### src/rtl/instr_fetch_pkg.sv
`default_nettype none
// ============================================================================
// instr_fetch_pkg : shared widths, FSM state codes and queue entry type
// Rev 1.0
// ============================================================================
package instr_fetch_pkg;

  localparam int ADDR_W_DEF  = 16;
  localparam int INSTR_W_DEF = 16;

  typedef logic [1:0] fetch_state_t;

  localparam logic [1:0] S_IDLE    = 2'd0;
  localparam logic [1:0] S_WAIT    = 2'd1;
  localparam logic [1:0] S_DISCARD = 2'd2;

  typedef struct packed {
    logic [INSTR_W_DEF-1:0] instr;
    logic [ADDR_W_DEF-1:0]  pc;
  } fetch_entry_t;

endpackage
`default_nettype wire

### src/rtl/instr_fetch_if.sv
`default_nettype none
// ============================================================================
// instr_fetch_if : instruction-memory bus and fetch-to-decode handshake
// Rev 1.0
// ============================================================================
interface instr_fetch_if
  import instr_fetch_pkg::*;
#(
  parameter int ADDR_W  = ADDR_W_DEF,
  parameter int INSTR_W = INSTR_W_DEF
) ();

  logic               imem_req;
  logic [ADDR_W-1:0]  imem_addr;
  logic               imem_gnt;
  logic               imem_rvalid;
  logic [INSTR_W-1:0] imem_rdata;
  logic               if_valid;
  logic [INSTR_W-1:0] if_instr;
  logic [ADDR_W-1:0]  if_pc;
  logic               id_ready;

  modport master (
    output imem_req, imem_addr, if_valid, if_instr, if_pc,
    input  imem_gnt, imem_rvalid, imem_rdata, id_ready
  );

  modport slave (
    input  imem_req, imem_addr, if_valid, if_instr, if_pc,
    output imem_gnt, imem_rvalid, imem_rdata, id_ready
  );

endinterface
`default_nettype wire

### src/rtl/instr_fetch_queue.sv
`default_nettype none
// ============================================================================
// fetch_queue : small synchronous FIFO with flush, async active-low reset
// Rev 1.0
// ============================================================================
module fetch_queue #(
  parameter int DEPTH  = 2,
  parameter int DATA_W = 32
) (
  input  wire logic                       clk,
  input  wire logic                       rst_n,
  input  wire logic                       i_push,
  input  wire logic                       i_pop,
  input  wire logic                       i_flush,
  input  wire logic [DATA_W-1:0]          i_data,
  output logic      [DATA_W-1:0]          o_data,
  output logic                            o_full,
  output logic                            o_empty,
  output logic      [$clog2(DEPTH+1)-1:0] o_count
);

  localparam int PTR_W = $clog2(DEPTH);
  localparam int CNT_W = $clog2(DEPTH+1);

  logic [DATA_W-1:0] r_mem [DEPTH];
  logic [PTR_W-1:0]  r_wptr;
  logic [PTR_W-1:0]  r_rptr;
  logic [CNT_W-1:0]  r_count;
  logic              w_do_push;
  logic              w_do_pop;

  assign o_empty   = (r_count == '0);
  assign o_full    = (r_count == CNT_W'(DEPTH));
  assign o_count   = r_count;
  assign o_data    = r_mem[r_rptr];
  assign w_do_pop  = i_pop && !o_empty;
  assign w_do_push = i_push && (!o_full || w_do_pop);

  always_ff @(posedge clk or negedge rst_n) begin
    if (!rst_n) begin
      r_wptr  <= '0;
      r_rptr  <= '0;
      r_count <= '0;
      for (int i = 0; i < DEPTH; i++) begin
        r_mem[i] <= '0;
      end
    end else if (i_flush) begin
      r_wptr  <= '0;
      r_rptr  <= '0;
      r_count <= '0;
    end else begin
      if (w_do_push) begin
        r_mem[r_wptr] <= i_data;
        r_wptr        <= r_wptr + PTR_W'(1);
      end
      if (w_do_pop) begin
        r_rptr <= r_rptr + PTR_W'(1);
      end
      case ({w_do_push, w_do_pop})
        2'b10:   r_count <= r_count + CNT_W'(1);
        2'b01:   r_count <= r_count - CNT_W'(1);
        default: r_count <= r_count;
      endcase
    end
  end

endmodule
`default_nettype wire

### src/rtl/instr_fetch.sv
`default_nettype none
// ============================================================================
// instr_fetch : single-outstanding fetch FSM, next_pc select, queue to decode
// Rev 1.0
// ============================================================================
module instr_fetch
  import instr_fetch_pkg::*;
#(
  parameter int ADDR_W      = ADDR_W_DEF,
  parameter int INSTR_W     = INSTR_W_DEF,
  parameter int QUEUE_DEPTH = 2,
  parameter int PC_STEP     = 1
) (
  input  wire logic              clk,
  input  wire logic              reset,
  input  wire logic [ADDR_W-1:0] pc,
  output logic      [ADDR_W-1:0] next_pc,
  input  wire logic              redirect_valid,
  input  wire logic [ADDR_W-1:0] redirect_pc,
  instr_fetch_if.master          bus
);

  localparam int CNT_W = $clog2(QUEUE_DEPTH+1);

  fetch_state_t          r_state;
  logic [ADDR_W-1:0]     r_fetch_pc;
  logic                  w_req;
  logic                  w_grant;
  logic                  w_push;
  logic                  w_pop;
  logic                  w_full;
  logic                  w_empty;
  logic [CNT_W-1:0]      w_count;
  logic [INSTR_W+ADDR_W-1:0] w_head;

  // The outstanding request reserves a queue slot, so count < depth gates it.
  assign w_req   = reset && (r_state == S_IDLE) && !redirect_valid &&
                   (w_count < CNT_W'(QUEUE_DEPTH));
  assign w_grant = w_req && bus.imem_gnt;
  assign w_push  = (r_state == S_WAIT) && bus.imem_rvalid && !redirect_valid;
  assign w_pop   = !w_empty && bus.id_ready;

  assign bus.imem_req  = w_req;
  assign bus.imem_addr = pc;
  assign bus.if_valid  = !w_empty;
  assign {bus.if_instr, bus.if_pc} = w_head;

  always_comb begin
    next_pc = pc;
    if (redirect_valid) begin
      next_pc = redirect_pc;
    end else if (w_grant) begin
      next_pc = pc + ADDR_W'(PC_STEP);
    end
  end

  always_ff @(posedge clk or negedge reset) begin
    if (!reset) begin
      r_state    <= S_IDLE;
      r_fetch_pc <= '0;
    end else begin
      case (r_state)
        S_IDLE: begin
          if (w_grant) begin
            r_state    <= S_WAIT;
            r_fetch_pc <= pc;
          end
        end
        S_WAIT: begin
          if (redirect_valid) begin
            r_state <= bus.imem_rvalid ? S_IDLE : S_DISCARD;
          end else if (bus.imem_rvalid) begin
            r_state <= S_IDLE;
          end
        end
        S_DISCARD: begin
          if (bus.imem_rvalid) begin
            r_state <= S_IDLE;
          end
        end
        default: r_state <= S_IDLE;
      endcase
    end
  end

  fetch_queue #(
    .DEPTH  (QUEUE_DEPTH),
    .DATA_W (INSTR_W + ADDR_W)
  ) u_queue (
    .clk     (clk),
    .rst_n   (reset),
    .i_push  (w_push),
    .i_pop   (w_pop),
    .i_flush (redirect_valid),
    .i_data  ({bus.imem_rdata, r_fetch_pc}),
    .o_data  (w_head),
    .o_full  (w_full),
    .o_empty (w_empty),
    .o_count (w_count)
  );

  a_no_overflow: assert property (@(posedge clk) disable iff (!reset)
                                  !(w_push && w_full));

endmodule
`default_nettype wire

### src/flat_wrapper.sv
// flat-port wrapper written by rule: the top's interface ports become plain ports
module instr_fetch_flat import instr_fetch_pkg::*;
#(
  parameter int ADDR_W      = ADDR_W_DEF,
  parameter int INSTR_W     = INSTR_W_DEF,
  parameter int QUEUE_DEPTH = 2,
  parameter int PC_STEP     = 1
)
  (clk, reset, pc, next_pc, redirect_valid, redirect_pc, bus_imem_req, bus_imem_addr, bus_if_valid, bus_if_instr, bus_if_pc, bus_imem_gnt, bus_imem_rvalid, bus_imem_rdata, bus_id_ready);
  instr_fetch_if #(.ADDR_W(ADDR_W), .INSTR_W(INSTR_W)) bus_i ();
  input  wire logic clk;
  input  wire logic reset;
  input  wire logic [ADDR_W-1:0] pc;
  output logic      [ADDR_W-1:0] next_pc;
  input  wire logic redirect_valid;
  input  wire logic [ADDR_W-1:0] redirect_pc;
  output wire logic [$bits(bus_i.imem_req)-1:0] bus_imem_req;
  output wire logic [$bits(bus_i.imem_addr)-1:0] bus_imem_addr;
  output wire logic [$bits(bus_i.if_valid)-1:0] bus_if_valid;
  output wire logic [$bits(bus_i.if_instr)-1:0] bus_if_instr;
  output wire logic [$bits(bus_i.if_pc)-1:0] bus_if_pc;
  input wire logic [$bits(bus_i.imem_gnt)-1:0] bus_imem_gnt;
  input wire logic [$bits(bus_i.imem_rvalid)-1:0] bus_imem_rvalid;
  input wire logic [$bits(bus_i.imem_rdata)-1:0] bus_imem_rdata;
  input wire logic [$bits(bus_i.id_ready)-1:0] bus_id_ready;
  assign bus_imem_req = bus_i.imem_req;
  assign bus_imem_addr = bus_i.imem_addr;
  assign bus_if_valid = bus_i.if_valid;
  assign bus_if_instr = bus_i.if_instr;
  assign bus_if_pc = bus_i.if_pc;
  assign bus_i.imem_gnt = bus_imem_gnt;
  assign bus_i.imem_rvalid = bus_imem_rvalid;
  assign bus_i.imem_rdata = bus_imem_rdata;
  assign bus_i.id_ready = bus_id_ready;
  instr_fetch #(.ADDR_W(ADDR_W), .INSTR_W(INSTR_W), .QUEUE_DEPTH(QUEUE_DEPTH), .PC_STEP(PC_STEP)) u_core (.clk(clk), .reset(reset), .pc(pc), .next_pc(next_pc), .redirect_valid(redirect_valid), .redirect_pc(redirect_pc), .bus(bus_i));
endmodule
### config.mk
export PLATFORM = sky130hd
export DESIGN_NAME = instr_fetch_flat
export DESIGN_NICKNAME = d
export VERILOG_FILES = /design/src/rtl/instr_fetch_pkg.sv /design/src/rtl/instr_fetch_if.sv /design/src/rtl/instr_fetch_queue.sv /design/src/rtl/instr_fetch.sv /design/src/flat_wrapper.sv
export SDC_FILE = /design/constraint.sdc
export NUM_CORES = 1
export LEC_CHECK = 0
export ABC_CLOCK_PERIOD_IN_PS = 2210
export BUFFER_PORTS_ARGS = -buffer_cell sky130_fd_sc_hd__buf_2
export CORE_MARGIN = 3
export CORE_UTILIZATION = 40
export CTS_BUF_LIST = sky130_fd_sc_hd__clkbuf_2
export DETAILED_ROUTE_END_ITERATION = 6
export PLACE_DENSITY = 0.7
export SLEW_MARGIN = 10
export SYNTH_ARGS = -nofsm -noshare
export SYNTH_HDL_FRONTEND = slang
export SYNTH_SLANG_ARGS = --single-unit
### constraint.sdc
create_clock -name clk -period 2.21 [get_ports clk]
set_input_delay 0.221 -clock clk [delete_from_list [all_inputs] [get_ports clk]]
set_output_delay 0.221 -clock clk [all_outputs]
set_load 0.01 [all_outputs]
---- After elaboration in Yosys (flattened, before gate mapping) ----
Index checks and enable logic that the tools add are counted.
word-level totals
  register bits after elaboration ......... 86
  input port bits ......................... 54
operators by class
  $add $sub $neg .......................... 5
  mux-type cells .......................... 19
  bitwise logic cells ..................... 3
  $lt $le $gt $ge ......................... 4
  reduce and logical (&&, ||, !) cells .... 21
  equal/unequal tests ..................... 6
operator list
  operator                                                              number
  32-bit two-way mux                                                    4
  64-bit bitwise mux                                                    1
  32-bit demux with 1-bit select                                        1
  16-bit two-way mux                                                    2
  16-bit by 1-bit adder with 16-bit output, second input constant       1
  1-bit logical AND                                                     10
  2-bit two-way mux                                                     5
  2-bit == test, second input constant                                  3
  2-bit case mux with 3 select lines                                    1
  2-bit by 1-bit == test with 1-bit output, second input constant       2
  2-bit greater-or-equal comparator, second input constant              2
  2-bit zero test                                                       2
  1-bit two-way mux                                                     4
  1-bit inverter with 2-bit output                                      2
  2-bit case mux with 2 select lines                                    1
  2-bit AND reduction                                                   2
  2-bit nonzero test                                                    2
  1-bit zero test                                                       3
  3-bit nonzero test                                                    1
  1-bit adder, second input constant                                    2
  2-bit by 1-bit adder with 2-bit output, second input constant         1
  2-bit by 1-bit < comparator with 1-bit output, second input constant  1
  2-bit < comparator, second input constant                             1
  2-bit by 1-bit != test with 1-bit output, second input constant       1
  3 further kinds                                                       3

---- Longest topological paths before layout ----
  word-level depth ........................ 9
  mapped depth ............................ 7
  depth with buffers taken out ............ 5

---- Hierarchy ----
Synthesis repeated with hierarchy kept, for this count alone.
unflattened totals
  cells, all modules ...................... 348
  area, all modules ....................... 4506.8 um^2
modules (own cells, without submodules)
  module       area an instance (um^2)  instances  cells each
  fetch_queue  3126.7                   1          196
  instr_fetch  1380.1                   1          152

---- Worst setup path after synthesis ----
Ideal clock, no wire load.
  kind .................................... register to output
  start point ............................. register u_core.u_queue.r_count[1] (netlist: u_core.u_queue.o_count[1])
  end point ............................... output port next_pc[13]
  cell stages (with the launch flop) ...... 8
  arrival time ............................ 1892 ps
  buffers on the path ..................... 3
  slack ................................... 97 ps
  cells stage by stage .................... dfrtp_1 buf_6 nor4bb_1 buf_4 nand4_4 buf_6 or4_1 a31oi_1
between the ends
  cells in the longest elaborated chain, start to end .. 5
RTL lines
  what                    RTL line                 RTL
  from (decl)             instr_fetch_queue.sv:28  logic [CNT_W-1:0] r_count;
  from (signal assigned)  instr_fetch_queue.sv:60  2'b10: r_count <= r_count + CNT_W'(1);
  from (signal assigned)  instr_fetch_queue.sv:61  2'b01: r_count <= r_count - CNT_W'(1);
  from (signal assigned)  instr_fetch_queue.sv:62  default: r_count <= r_count;
  2-bit < comparator      instr_fetch.sv:38        (w_count < CNT_W'(QUEUE_DEPTH));
  1-bit logical AND       instr_fetch.sv:37        assign w_req = reset && (r_state == S_IDLE) && !redirect_valid &&
  1-bit logical AND       instr_fetch.sv:39        assign w_grant = w_req && bus.imem_gnt;
  16-bit two-way mux      instr_fetch.sv:52        end else if (w_grant) begin
  16-bit two-way mux      instr_fetch.sv:50        if (redirect_valid) begin
  to (decl)               flat_wrapper.sv:14       output logic [ADDR_W-1:0] next_pc;
No other way between the ends.

---- Worst setup path after layout ----
  start point ............................. register u_core.u_queue.r_count[1] (netlist: u_core.u_queue.o_count[1])
  end point ............................... output port next_pc[9]
Same word-level chain as after synthesis.

==> impl_metrics.ini <==
[outcome]
outcome = finished with violations
violations = negative setup slack

[critical_path]
cp.arrival_ns = 2.44
timing.critical_path.from_type = flip-flop
crit_fanout = 5
cp-end-kind = output port
critical_path_rt_ns = 1.99
timing_worst_setup_path_type = reg2out

[drt]
drt_first_pass_iters = 4
remaining_drc_errors = 0
route.detailed.vias_per_inst = 5.16
num_vias = 3321
wl_mm = 10.5
drtAntennaViolNets = 0
routed_wire_length_per_instance_um = 16.3
drt_iter0_markers = 180

[clock_network]
cts-buffers-inserted = 9
clock_pin_slew_worst_setup_and_hold_paths_ns = 0.21
clock_latency_ns = 0.54
clockRootBuffer = sky130_fd_sc_hd__clkbuf_2
tritoncts_num_sinks = 86
cts_max_level = 3
cts_tree = yes
cts_max_path_buffers = 2

[layout]
final_layout_size_suffix_gt1_share_pct = 56.3
final_design_area_no_fill_um2 = 5650
final_common_cell = sky130_fd_sc_hd__buf_2
final.fill_count = 943
finish.net_count = 558
area_growth_syn_to_layout_pct = 29.6
n_antenna_cell = 0
final_cell_mix = sky130_fd_sc_hd__buf_2 (118), sky130_fd_sc_hd__mux2_2 (111), sky130_fd_sc_hd__dfrtp_1 (85), sky130_fd_sc_hd__dlygate4sd3_1 (34)

[synthesis]
synth_warnings = 0
netlist_top_cells_area = sky130_fd_sc_hd__dfrtp_1 (49%), sky130_fd_sc_hd__mux2_2 (29%), sky130_fd_sc_hd__buf_4 (2.9%)
synth_xor_area_share_pct = 1.21
main_combinational_cell_family_by_area_after_synthesis = multiplexers
area_fraction_in_compound_gates_after_synthesis_pct = 4.91
yosysTopAreaCellShare_pct = 49.4
synth-simple-area-share_pct = 9.73
synthDominantAreaCellType = sky130_fd_sc_hd__dfrtp_1
synthAdderAreaFrac_pct = 0.287
synthesis.instances = 353
synth_mux_area_share_pct = 28.9
seq_area_frac_synth_pct = 49.4
post_synth_instance_area_um2 = 4360
net_count_after_synthesis = 408
synthDistinctLibCells = 41
postSynthRegisterBits = 86
synthesized_area_per_cell_um2 = 12.3

[pwr]
p_clk_share_pct = 21.7
netSwitchingFraction_pct = 29.5
internal-power_mw = 2.96
pwr-share-comb_pct = 29.0
power_frac_seq_pct = 49.2
max-vdd-ir-drop_v = 0.000327
power.switching_mw = 1.24
cellLeakagePower_nw = 2.73
power.density_nw_per_um2 = 742

[die]
die-width_um = 110
floorplan.die_area_um2 = 12200
die_height_um = 110
total_core_area_um2 = 10500
starting_density_of_the_core_pct = 41.7
top_level_ports = 120
num_rows = 37

[placed_design]
numPortBuffers = 119
place.gp.congestion = 0.827
placed_area_um2 = 5040
detailedPlacementHpwl_mm = 7.16

[sta]
min_period_ns = 2.66
max_slew.worst_pin.slew_ns = 0.618
maxSlewViolCount = 0
finalSetupViolations = 15
grt_setup_unrepaired = true
fin_worst_hold_slack_ns = 0.113
final.setup.worst_slack_ns = -0.452
max_freq_ghz = 0.376
timing_hold_violations_final = 0
finalClockSkew_ns = 0.0241
layout_worst_path_cycle_share_pct = 120
relSlewSlack_pct = 58.8

[global_routing]
grt_antenna_before_repair = 0
first_pass_grt_wire_length_mm = 16.9
maximum_number_of_pins_on_one_net_before_global_route_repair = 51
remaining_global_route_overflow = 0
grt_resource_usage_total_pct = 18.1
grt_pass1_vias = 3479

[flow_run]
cap_viol_max_count = 0

[worst_hold_path]
min_path_type = in2reg
-- sequential cells by signal (all words and copies together), names as in the netlist --
| register | cells |
|---|---|
| u_core.u_queue.r_rptr | 1 |
| u_core.u_queue.r_mem | 64 |
| u_core.r_state | 2 |
| u_core.u_queue.r_wptr | 1 |
| u_core.r_fetch_pc | 16 |
| u_core.u_queue.o_count | 2 |
-- cell families (layout without fill, tap and decap cells) --
family | count (synthesis) | in the layout
multiplexers | 112 | 112
adder cells (fa/ha/maj) | 1 | 1
flip-flops | 86 | 86
AO/OA/AOI/OAI | 34 | 34
buffers and inverters | 39 | 193
XOR/XNOR | 6 | 6
AND/OR/NAND/NOR | 75 | 76
-- cells in the mapped netlist (all sizes together) --
library cell	count
nand4	7
or2	3
mux2i	1
a211o	2
and4	1
a21oi	2
dfrtp	86
inv	3
or3	2
a211oi	2
a41oi	1
nand2	19
clkbuf	6
and2	4
a31o	1
o21ai	14
nor2	15
xor2	6
nor4bb	1
o31ai	4
and3	6
mux2	111
nand3	3
o211a	1
nand4bb	1
nand2b	1
a31oi	7
nor3b	1
ha	1
dlygate4sd1	1
nor2b	1
or4	6
nor4	1
nor3	3
buf	29
-- worst max-delay path, cell delays in order, from the launching register on --
cell,delay [ns]
sky130_fd_sc_hd__dfrtp_1,0.46
sky130_fd_sc_hd__nor4bb_4,0.33
sky130_fd_sc_hd__buf_6,0.17
sky130_fd_sc_hd__nand4_4,0.14
sky130_fd_sc_hd__or4_1,0.53
sky130_fd_sc_hd__a31oi_1,0.14
sky130_fd_sc_hd__buf_2,0.15
-- power groups by stage --
stage	registers (mW)	logic [mW]	clock network (mW)
after floorplan	2.04	0.747	0
after global placement	2.07	1.14	0
after detailed placement	2.10	1.16	0
after CTS	2.07	1.23	0.955
after global routing	2.10	1.35	1.02
final	2.06	1.22	0.912
-- area by class of cell --
class                           count  area [µm²]  area share [%]
Clock buffer                       10        50.0           0.886
Tap cell                          136         170            3.01
Inverter                            3        11.3           0.199
Multi-Input combinational cell    229        2050            36.3
Clock inverter                      6        85.1            1.51
Timing Repair Buffer              174        1130            20.0
Sequential cell                    86        2150            38.1
-- stage by stage --
step | instances | power, mW | worst slack, ns | util, % | TNS [ns]
global route | 644 | 4.47 | -0.602 | 54.0 | -7.26
finish | 644 | 4.19 | -0.452 | 54.0 | -4.43
detailed placement | 586 | 3.26 | -0.0172 | 48.1 | -0.0269
global placement | 586 | 3.21 | 0.0432 | 48.1 | 0
floorplan | 353 | 2.78 | 0.0971 | - | 0
CTS | 643 | 4.25 | -0.516 | 53.3 | -5.69
-- path summary, 6_finish.rpt --
path | from | endpoint | slack, ns | depth (start not counted)
max | u_core.u_queue.o_count[1] | next_pc[9] | -0.45 | 6
min | pc[5] | u_core.r_fetch_pc[5] | 0.11 | 2
max reg2reg | u_core.r_state[0] | u_core.u_queue.r_mem[61] | 0.14 | 7
min reg2reg | u_core.u_queue.r_mem[2] | u_core.u_queue.r_mem[2] | 0.53 | 1
max in group asynchronous | reset | u_core.r_fetch_pc[5] | 0.90 | 4
min in group asynchronous | reset | u_core.u_queue.r_mem[33] | 0.29 | 3
-- what timing repair did --
item	4_1_cts	5_1_grt
resized for setup	7	9
hold buffers	34	0
endpoints found under the setup margin	18	16
buffers inserted	6	1
endpoints found under the hold margin	87	0
pin swaps	5	4
cloned	1	0
-- layer usage --
metal / up-vias / track usage (%) / wire length, µm
li1: 1564 / - / -
met1: 1645 / 22.1 / 4290
met2: 93 / 31.4 / 5430
met3: 19 / 3.20 / 534
met4: 0 / 8.18 / 228
met5: - / 0 / 0
Note: power is estimated with default switching activity, not from simulation.
